==> src/rtl/bip_program_loader_if.sv <==
// Byte-stream input and program-memory write bus of the BIP program loader.
// The loader drives through the master modport; the UART/memory side uses slave.
interface bip_program_loader_if #(
  parameter int unsigned NB_ADDR  = 11,
  parameter int unsigned NB_BYTE  = 8,
  parameter int unsigned NB_INSTR = 16
);

  logic [NB_BYTE-1:0]  i_rx_data;
  logic                i_rx_done;
  logic                o_pm_wr_en;
  logic [NB_ADDR-1:0]  o_pm_addr;
  logic [NB_INSTR-1:0] o_pm_data;

  modport master (
    input  i_rx_data,
    input  i_rx_done,
    output o_pm_wr_en,
    output o_pm_addr,
    output o_pm_data
  );

  modport slave (
    output i_rx_data,
    output i_rx_done,
    input  o_pm_wr_en,
    input  o_pm_addr,
    input  o_pm_data
  );

endinterface

==> src/rtl/bip_program_loader.sv <==
// Boots the BIP CPU: packs UART byte pairs into instruction words, writes them
// to program memory, then releases the CPU and reports when it halts.
module bip_program_loader #(
  parameter int unsigned NB_OPCODE   = 5,
  parameter int unsigned NB_OPERANDO = 11,
  parameter int unsigned NB_ADDR     = 11,
  parameter int unsigned NB_BYTE     = 8,
  parameter int unsigned NB_INSTR    = 16
) (
  input  logic                 i_clk,
  input  logic                 i_rst,
  bip_program_loader_if.master bus,
  input  logic                 i_cpu_halt,
  input  logic                 i_restart,
  output logic                 o_cpu_rst,
  output logic                 o_cpu_en,
  output logic                 o_done,
  output logic                 o_overrun,
  output logic [NB_ADDR:0]     o_word_count
);

  localparam logic [NB_ADDR-1:0] LAST_ADDR = '1;

  // The opcode occupies the top of the instruction, i.e. the top of the hi byte.
  if ((NB_INSTR != NB_OPCODE + NB_OPERANDO) || (NB_INSTR != 2 * NB_BYTE) ||
      (NB_OPCODE > NB_BYTE)) begin : g_bad_widths
    $error("bip_program_loader: inconsistent instruction field widths");
  end

  typedef enum logic [2:0] {
    ST_WAIT_HI,
    ST_WAIT_LO,
    ST_WRITE,
    ST_RUN,
    ST_HALTED
  } state_e;

  state_e              state_q, state_d;
  logic [NB_BYTE-1:0]  hi_q, hi_d;
  logic [NB_ADDR-1:0]  addr_q, addr_d;
  logic [NB_ADDR:0]    count_q, count_d;
  logic                pm_wr_en_q, pm_wr_en_d;
  logic [NB_ADDR-1:0]  pm_addr_q, pm_addr_d;
  logic [NB_INSTR-1:0] pm_data_q, pm_data_d;
  logic                cpu_rst_q, cpu_rst_d;
  logic                cpu_en_q, cpu_en_d;
  logic                done_q, done_d;
  logic                overrun_q, overrun_d;

  logic                is_hlt_c;
  logic                restart_take_c;
  logic                rx_blocked_c;

  assign is_hlt_c       = (hi_q[NB_BYTE-1 -: NB_OPCODE] == '0);
  assign restart_take_c = (state_q == ST_HALTED) && i_restart;
  assign rx_blocked_c   = (state_q == ST_WRITE) || (state_q == ST_RUN) ||
                          (state_q == ST_HALTED);

  // State register
  always_ff @(posedge i_clk) begin
    if (!i_rst) begin
      state_q <= ST_WAIT_HI;
    end else begin
      state_q <= state_d;
    end
  end

  // Next-state logic
  always_comb begin
    state_d = state_q;
    case (state_q)
      ST_WAIT_HI: if (bus.i_rx_done) state_d = ST_WAIT_LO;
      ST_WAIT_LO: if (bus.i_rx_done) state_d = ST_WRITE;
      ST_WRITE: begin
        if (is_hlt_c || (addr_q == LAST_ADDR)) state_d = ST_RUN;
        else                                   state_d = ST_WAIT_HI;
      end
      ST_RUN:     if (i_cpu_halt) state_d = ST_HALTED;
      ST_HALTED:  if (i_restart)  state_d = ST_WAIT_HI;
      default:    state_d = ST_WAIT_HI;
    endcase
  end

  // Datapath and output next values; outputs are decoded from the next state
  // so they line up with the state they belong to.
  always_comb begin
    hi_d       = hi_q;
    addr_d     = addr_q;
    count_d    = count_q;
    pm_addr_d  = pm_addr_q;
    pm_data_d  = pm_data_q;
    overrun_d  = overrun_q;
    pm_wr_en_d = (state_d == ST_WRITE);
    cpu_rst_d  = (state_d == ST_RUN) || (state_d == ST_HALTED);
    cpu_en_d   = (state_d == ST_RUN);
    done_d     = (state_d == ST_HALTED);

    if ((state_q == ST_WAIT_HI) && bus.i_rx_done) begin
      hi_d = bus.i_rx_data;
    end

    // The low byte of the write-data register doubles as the lo byte latch.
    if ((state_q == ST_WAIT_LO) && bus.i_rx_done) begin
      pm_addr_d = addr_q;
      pm_data_d = {hi_q, bus.i_rx_data};
      count_d   = count_q + (NB_ADDR+1)'(1);
    end

    if ((state_q == ST_WRITE) && (state_d == ST_WAIT_HI)) begin
      addr_d = addr_q + NB_ADDR'(1);
    end

    if (bus.i_rx_done && rx_blocked_c) begin
      overrun_d = 1'b1;
    end

    // Restart clears after the overrun set so a coincident byte ends cleared.
    if (restart_take_c) begin
      addr_d    = '0;
      count_d   = '0;
      overrun_d = 1'b0;
    end
  end

  always_ff @(posedge i_clk) begin
    if (!i_rst) begin
      hi_q       <= '0;
      addr_q     <= '0;
      count_q    <= '0;
      pm_wr_en_q <= 1'b0;
      pm_addr_q  <= '0;
      pm_data_q  <= '0;
      cpu_rst_q  <= 1'b0;
      cpu_en_q   <= 1'b0;
      done_q     <= 1'b0;
      overrun_q  <= 1'b0;
    end else begin
      hi_q       <= hi_d;
      addr_q     <= addr_d;
      count_q    <= count_d;
      pm_wr_en_q <= pm_wr_en_d;
      pm_addr_q  <= pm_addr_d;
      pm_data_q  <= pm_data_d;
      cpu_rst_q  <= cpu_rst_d;
      cpu_en_q   <= cpu_en_d;
      done_q     <= done_d;
      overrun_q  <= overrun_d;
    end
  end

  assign bus.o_pm_wr_en = pm_wr_en_q;
  assign bus.o_pm_addr  = pm_addr_q;
  assign bus.o_pm_data  = pm_data_q;
  assign o_cpu_rst      = cpu_rst_q;
  assign o_cpu_en       = cpu_en_q;
  assign o_done         = done_q;
  assign o_overrun      = overrun_q;
  assign o_word_count   = count_q;

endmodule

==> src/flat_wrapper.sv <==
// flat-port wrapper written by rule: the top's interface ports become plain ports
module bip_program_loader_flat 
#(
  parameter int unsigned NB_OPCODE   = 5,
  parameter int unsigned NB_OPERANDO = 11,
  parameter int unsigned NB_ADDR     = 11,
  parameter int unsigned NB_BYTE     = 8,
  parameter int unsigned NB_INSTR    = 16
)
  (i_clk, i_rst, i_cpu_halt, i_restart, o_cpu_rst, o_cpu_en, o_done, o_overrun, o_word_count, bus_i_rx_data, bus_i_rx_done, bus_o_pm_wr_en, bus_o_pm_addr, bus_o_pm_data);
  bip_program_loader_if #(.NB_ADDR(NB_ADDR), .NB_BYTE(NB_BYTE), .NB_INSTR(NB_INSTR)) bus_i ();
  input  logic i_clk;
  input  logic i_rst;
  input  logic i_cpu_halt;
  input  logic i_restart;
  output logic o_cpu_rst;
  output logic o_cpu_en;
  output logic o_done;
  output logic o_overrun;
  output logic [NB_ADDR:0] o_word_count;
  input wire logic [$bits(bus_i.i_rx_data)-1:0] bus_i_rx_data;
  input wire logic [$bits(bus_i.i_rx_done)-1:0] bus_i_rx_done;
  output wire logic [$bits(bus_i.o_pm_wr_en)-1:0] bus_o_pm_wr_en;
  output wire logic [$bits(bus_i.o_pm_addr)-1:0] bus_o_pm_addr;
  output wire logic [$bits(bus_i.o_pm_data)-1:0] bus_o_pm_data;
  assign bus_i.i_rx_data = bus_i_rx_data;
  assign bus_i.i_rx_done = bus_i_rx_done;
  assign bus_o_pm_wr_en = bus_i.o_pm_wr_en;
  assign bus_o_pm_addr = bus_i.o_pm_addr;
  assign bus_o_pm_data = bus_i.o_pm_data;
  bip_program_loader #(.NB_OPCODE(NB_OPCODE), .NB_OPERANDO(NB_OPERANDO), .NB_ADDR(NB_ADDR), .NB_BYTE(NB_BYTE), .NB_INSTR(NB_INSTR)) u_core (.i_clk(i_clk), .i_rst(i_rst), .bus(bus_i), .i_cpu_halt(i_cpu_halt), .i_restart(i_restart), .o_cpu_rst(o_cpu_rst), .o_cpu_en(o_cpu_en), .o_done(o_done), .o_overrun(o_overrun), .o_word_count(o_word_count));
endmodule
==> config.mk <==
export PLATFORM = sky130hd
export DESIGN_NAME = bip_program_loader_flat
export DESIGN_NICKNAME = d
export VERILOG_FILES = /design/src/rtl/bip_program_loader_if.sv /design/src/rtl/bip_program_loader.sv /design/src/flat_wrapper.sv
export SDC_FILE = /design/constraint.sdc
export NUM_CORES = 1
export LEC_CHECK = 0
export ABC_AREA = 0
export BUFFER_PORTS_ARGS = -buffer_cell sky130_fd_sc_hd__buf_2
export CAP_MARGIN = 5
export CELL_PAD_IN_SITES_DETAIL_PLACEMENT = 0
export CELL_PAD_IN_SITES_GLOBAL_PLACEMENT = 1
export CORE_MARGIN = 2
export CORE_UTILIZATION = 39
export DETAILED_ROUTE_END_ITERATION = 8
export GPL_ROUTABILITY_DRIVEN = 0
export PLACE_DENSITY_LB_ADDON = 0.08
export SETUP_SLACK_MARGIN = 0.05
export SLEW_MARGIN = 40
export SYNTH_ARGS = -nofsm -noshare
export SYNTH_HDL_FRONTEND = slang
export SYNTH_SLANG_ARGS = --single-unit
==> constraint.sdc <==
create_clock -name i_clk -period 2.2 [get_ports i_clk]
set_input_delay 0 -clock i_clk [delete_from_list [all_inputs] [get_ports i_clk]]
set_output_delay 0 -clock i_clk [all_outputs]
set_load 0.02 [all_outputs]
Yosys cells after proc, flatten, opt, wreduce, memory -nomap -nowiden
Index checks and enable logic that the tools add are counted.

storage, ports and cells
  word-level logic and storage cells = 41
  register bits after elaboration = 66
  output and inout port bits = 44

operators by class
  bitwise operators = 1
  $add $sub $neg = 2
  eq/ne operators = 8
  reduce and logical (&&, ||, !) cells = 13
  mux-type cells = 6

operators with widths
  operator                 number
  $pmux W3 S5              1
  $add A12 B1 Y12 const B  1
  $eq A3 B2 Y1 const B     4
  $mux W3                  4
  $add A11 B1 Y11 const B  1
  $eq A11 B11 Y1 const B   1
  $eq A3 B3 Y1 const B     2
  $logic_not A3 Y1         2
  $logic_and A1 B1 Y1      5
  $logic_not A5 Y1         1
  $logic_or A1 B1 Y1       4
  $eq A3 B1 Y1 const B     1
  $mux W2                  1
  $reduce_or A2 Y1         1
  $not A1 Y1               1

Logic depth before layout (Yosys ltp)
  word-level depth = 6
  gate-level depth with buffers = 7
  depth with buffers taken out = 5

Worst setup path before layout
Ideal clock, no wire load.

  path type = register -> register
  start point = register u_core.state_q[2]
  end point = register u_core.addr_q[8]
  stages on the path, launching flop included = 6
  setup time = 0.070 ns
  data arrival time = 1.523 ns
  setup slack = 0.607 ns
  required time = 2.130 ns
  buffers on the path = 1
  cell sequence = dfxtp_1 buf_4 nor3b_4 o211ai_4 or4_1 a21oi_1

on the way
  longest elaborated chain between the ends = 4
  elaborated cells between the ends (all ways) = 14
  classes of those cells = eq/ne (4); mux (5); reduce/logical (5)

RTL lines
  what                                        line                                                RTL
  start, declared                             bip_program_loader.sv:38                            state_e state_q, state_d;
  start signal, assigned                      bip_program_loader.sv:64                            state_q <= state_d;
  $eq A3 B3 Y1, or another cell as far along  bip_program_loader.sv:55, bip_program_loader.sv:71
  $pmux W3 S5                                 bip_program_loader.sv:71                            case (state_q)
  $logic_not A3 Y1                            bip_program_loader.sv:109                           if ((state_q == ST_WRITE) && (state_d == ST_WAIT_HI)) begin
  $logic_and A1 B1 Y1                         bip_program_loader.sv:109
  end signal, assigned                        bip_program_loader.sv:139                           addr_q <= addr_d;
  end, declared                               bip_program_loader.sv:40                            logic [NB_ADDR-1:0] addr_q, addr_d;

Several ways; a longest one is shown, not always the timed one.
A chain may end at the register's enable or synchronous reset.

Worst setup path in the final report
  start point = register u_core.state_q[0]
  end point = register u_core.cpu_rst_q (netlist: u_core.o_cpu_rst)

on the way
  longest elaborated chain between the ends = 4
  elaborated cells between the ends (all ways) = 13
  classes of those cells = eq/ne (6); mux (5); reduce/logical (2)

RTL lines
  what                                                 line                       RTL
  $eq A3 B3 Y1, or another cell as far along           bip_program_loader.sv:71
  $pmux W3 S5 (*)                                      bip_program_loader.sv:71
  $eq A3 B2 Y1 / $eq A3 B3 Y1 (equally long branches)  bip_program_loader.sv:94   cpu_rst_d = (state_d == ST_RUN) || (state_d == ST_HALTED);
  $logic_or A1 B1 Y1 (*)                               bip_program_loader.sv:94
  end signal, assigned                                 bip_program_loader.sv:144  cpu_rst_q <= cpu_rst_d;
  end, declared                                        bip_program_loader.sv:45   logic cpu_rst_q, cpu_rst_d;

Mark *: on every way between the ends. The rest lies on a longest branch, timed or not.

==> reports/results.txt <==
Number of vias per cell = 5.128
Top routing layer in use = met4
Drt total wl = 6535 um
Critical Path Start Type = flop
Setup TNS = 0 ps
Pre-antenna DRT Iters = 4
Crit-path cells = nand4bb_1, nor4_2, buf_4, a211oi_1, a31oi_1
Maximum VDD drop = 0.4845 mV
TritonCTS Buffers = 9
GRT Overall Usage = 17.95%
WL met3 = 295 um
Hold endpoint = u_core.state_q[2]
CTS Root Cell = clkbuf_8
Worst EP required = 2390 ps
Sequential element share of the synthesized area = 49.35%
Clock power share = 40.9%
Final Slew Violations = 0
PortBufs = 56
Synth area leader = dfxtp_1
Setup Buffers After CTS = 0
# IOs = 57
GRT overflow = 0
Synth top area share = 49.35%
Wire per inst = 13.96 um
Dpl cells = 443
Largest net degree at the start of global routing = 33
Register-to-register path setup slack = 340 ps
Post-synthesis cell count = 318
Final non-filler cell total = 468
Fin crit period = 1863 ps
Number of fill cells in the layout = 683
Lkg Pwr = 0.001285 uW
Clock Latency Late Sink = 340 ps
Total vias in the final route = 2400
P_sw = 626.9 uW
Worst EP arrival = 2050 ps
CTS Sinks = 66
Crit Path Class = flop to flop
Fin. Hold Viols = 0
Crit-path max cell delay = 560 ps
CORE AREA = 6719 sq um
Worst reg2reg endpoint = u_core.o_cpu_rst
Clock buffer depth = 2
Site row count = 30
Initial antenna violation count = 0
1st-iter DRT viols = 55
Number of global-route vias before repair = 2182
Yosys cell types = 41
Ratio of cells with drive above 1 in the final layout = 22.16%
First-pass GRT wire length = 10490 um
CTS tree = built
Dpl hpwl = 4293 um
Reg2Reg Depth = 5
CTS HTree Levels = 3
EDFF count, synth = 0
Worst setup EP type = flop
R2r startpoint = u_core.state_q[0]
DR WL met2 = 2809 um
Max frequency = 0.5368 GHz
Post-synthesis instance area = 2678 sq um
Sw frac = 24.53%
Layout net count = 399
Top_reg_cell synth = dfxtp_1
Final setup violation count = 0
Layout area overhead = 24.58%
Clock transition at path regs = 70 ps
Register bit total from synthesis = 66
Ant. Diodes = 0
Async SR Flop Fraction = 0%
Syn_area_per_cell = 8.420 sq um
Max-cap viol count = 0
Max FO, Critical Path = 11
Drt drc = 0
Synth area leaders = dfxtp_1 49%, nand2_1 11%, a21oi_1 10%
Power share of the sequential group = 49.7%
Comb pwr share = 9.4%
Worst hold path class = input pin to flop
Internal = 1928 uW
Chip Width = 86.86 um
Hold Path Stages = 3
RSZ-0062 raised after global routing = false
M1 WL = 3358 um
Min-delay src = i_cpu_halt
Power per standard cell area = 766.0 nW/um^2
Tcrit/Tclk final = 84.68%
Synth warnings = 0
Hold WS = 52.34 ps
Slowest-stage cell, CP = dfxtp_1
Routed Antenna Nets = 0
Initial Utilization = 39.85%
Syn_nets = 333
Power Total = 2555 uW
Final Skew = 8.012 ps
Die Y-Extent = 86.86 um
Total Die Area = 7545 sq um
Worst Tran Pin Value = 606.9 ps
Run status = complete, no violations
Slew headroom = 59.29%
-- sequential cells by signal (all words and copies together), names as in the netlist --
| name | cells |
|---|---|
| u_core.state_q | 3 |
| u_core.hi_q | 8 |
| u_core.o_overrun | 1 |
| u_core.o_word_count | 12 |
| u_core.bus.o_pm_wr_en | 1 |
| u_core.addr_q | 11 |
| u_core.o_cpu_rst | 1 |
| u_core.o_done | 1 |
| u_core.bus.o_pm_addr | 11 |
| u_core.bus.o_pm_data | 16 |
| u_core.o_cpu_en | 1 |
-- cell type report --
type	instances	area [sq um]	area share (%)
repair buffers	74	440.4	13.20
multi-input cells	227	1247	37.40
well taps	80	100.1	3.001
inverters	6	22.52	0.6752
clock buffers	13	168.9	5.064
clock inverters	2	35.03	1.050
flip-flops and latches	66	1321	39.61
-- worst max-delay path by stage --
stage                            startpoint          endpoint
after floorplan           u_core.state_q[2]  u_core.addr_q[8]
after global placement    u_core.state_q[0]  u_core.o_cpu_rst
after detailed placement  u_core.state_q[0]  u_core.o_cpu_rst
after CTS                 u_core.state_q[0]  u_core.o_cpu_rst
after global routing      u_core.state_q[2]  u_core.o_cpu_rst
final                     u_core.state_q[0]  u_core.o_cpu_rst
-- synthesized netlist by cell type, types with 2 or more instances --
| cell | instances |
|---|---|
| nand2b_1 | 2 |
| dfxtp_1 | 66 |
| o21ai_0 | 6 |
| nor3_1 | 2 |
| and4_1 | 2 |
| ha_1 | 2 |
| nand2_1 | 79 |
| buf_4 | 3 |
| o31ai_1 | 8 |
| or3_1 | 6 |
| xor2_1 | 4 |
| nand4_1 | 3 |
| nor2_1 | 12 |
| xnor2_1 | 3 |
| inv_1 | 5 |
| nand3_1 | 9 |
| nor4bb_1 | 2 |
| or2_1 | 2 |
| buf_2 | 2 |
| clkbuf_1 | 13 |
| or4_1 | 11 |
| a21oi_1 | 56 |
| nand4bb_1 | 2 |
-- power groups by stage --
stage | Sequential, uW | Clock [uW] | Combinational [uW]
3_5_place_dp | 1300 | 0 | 231
5_1_grt | 1270 | 1120 | 267
3_3_place_gp | 1300 | 0 | 229
6_report | 1270 | 1040 | 241
2_1_floorplan | 1300 | 0 | 148
4_1_cts | 1270 | 1070 | 244
-- what timing repair did --
item / in CTS / in global routing
endpoints found under the hold margin: 19 / 0
resized for setup: 0 / 0
hold buffers: 10 / 0
-- cells in the final DEF (no fill, tap or decap), types with 6 or more instances in the layout --
cell type       n
a21oi_1        56
buf_2          56
buf_4           8
clkbuf_8       12
dfxtp_1        66
dlygate4sd3_1  10
nand2_1        79
nand3_1         9
nor2_1         12
o21ai_0         6
o31ai_1         8
or3_1           6
or4_1          11
-- kinds of logic after synthesis --
logic type | count (synthesis) | synth area share [%]
and+or+nand+nor | 140 | 26.26
adders and majority gates | 2 | 0.9344
xor gates and xnor gates | 7 | 2.290
DFF | 66 | 49.35
buffers and inverters | 25 | 4.299
muxes | 1 | 0.3738
AOI/OAI and AO/OA | 77 | 16.50
-- layer usage --
metal	vias to the layer above	GRT usage (%)
met4	0	6.392
met1	1097	25.47
li1	1240	-
met3	7	4.360
met2	56	26.51
met5	-	0
-- critical path: cells and delay by family, from the launching register on --
kind / cells / cell delay (ps)
simple gates: 2 / 290
flops: 1 / 560
buf+inv: 1 / 170
compound gates: 2 / 690
-- metrics by stage --
step,area (sq um),setup slack [ps],util [%]
global route,3336,197.2,49.65
finish,3336,337.1,49.65
CTS,3336,325.9,49.65
floorplan,2678,606.5,-
global placement,3032,426.1,45.12
detailed placement,3032,363.4,45.12
No activity file was read; power rests on OpenSTA's default activity.
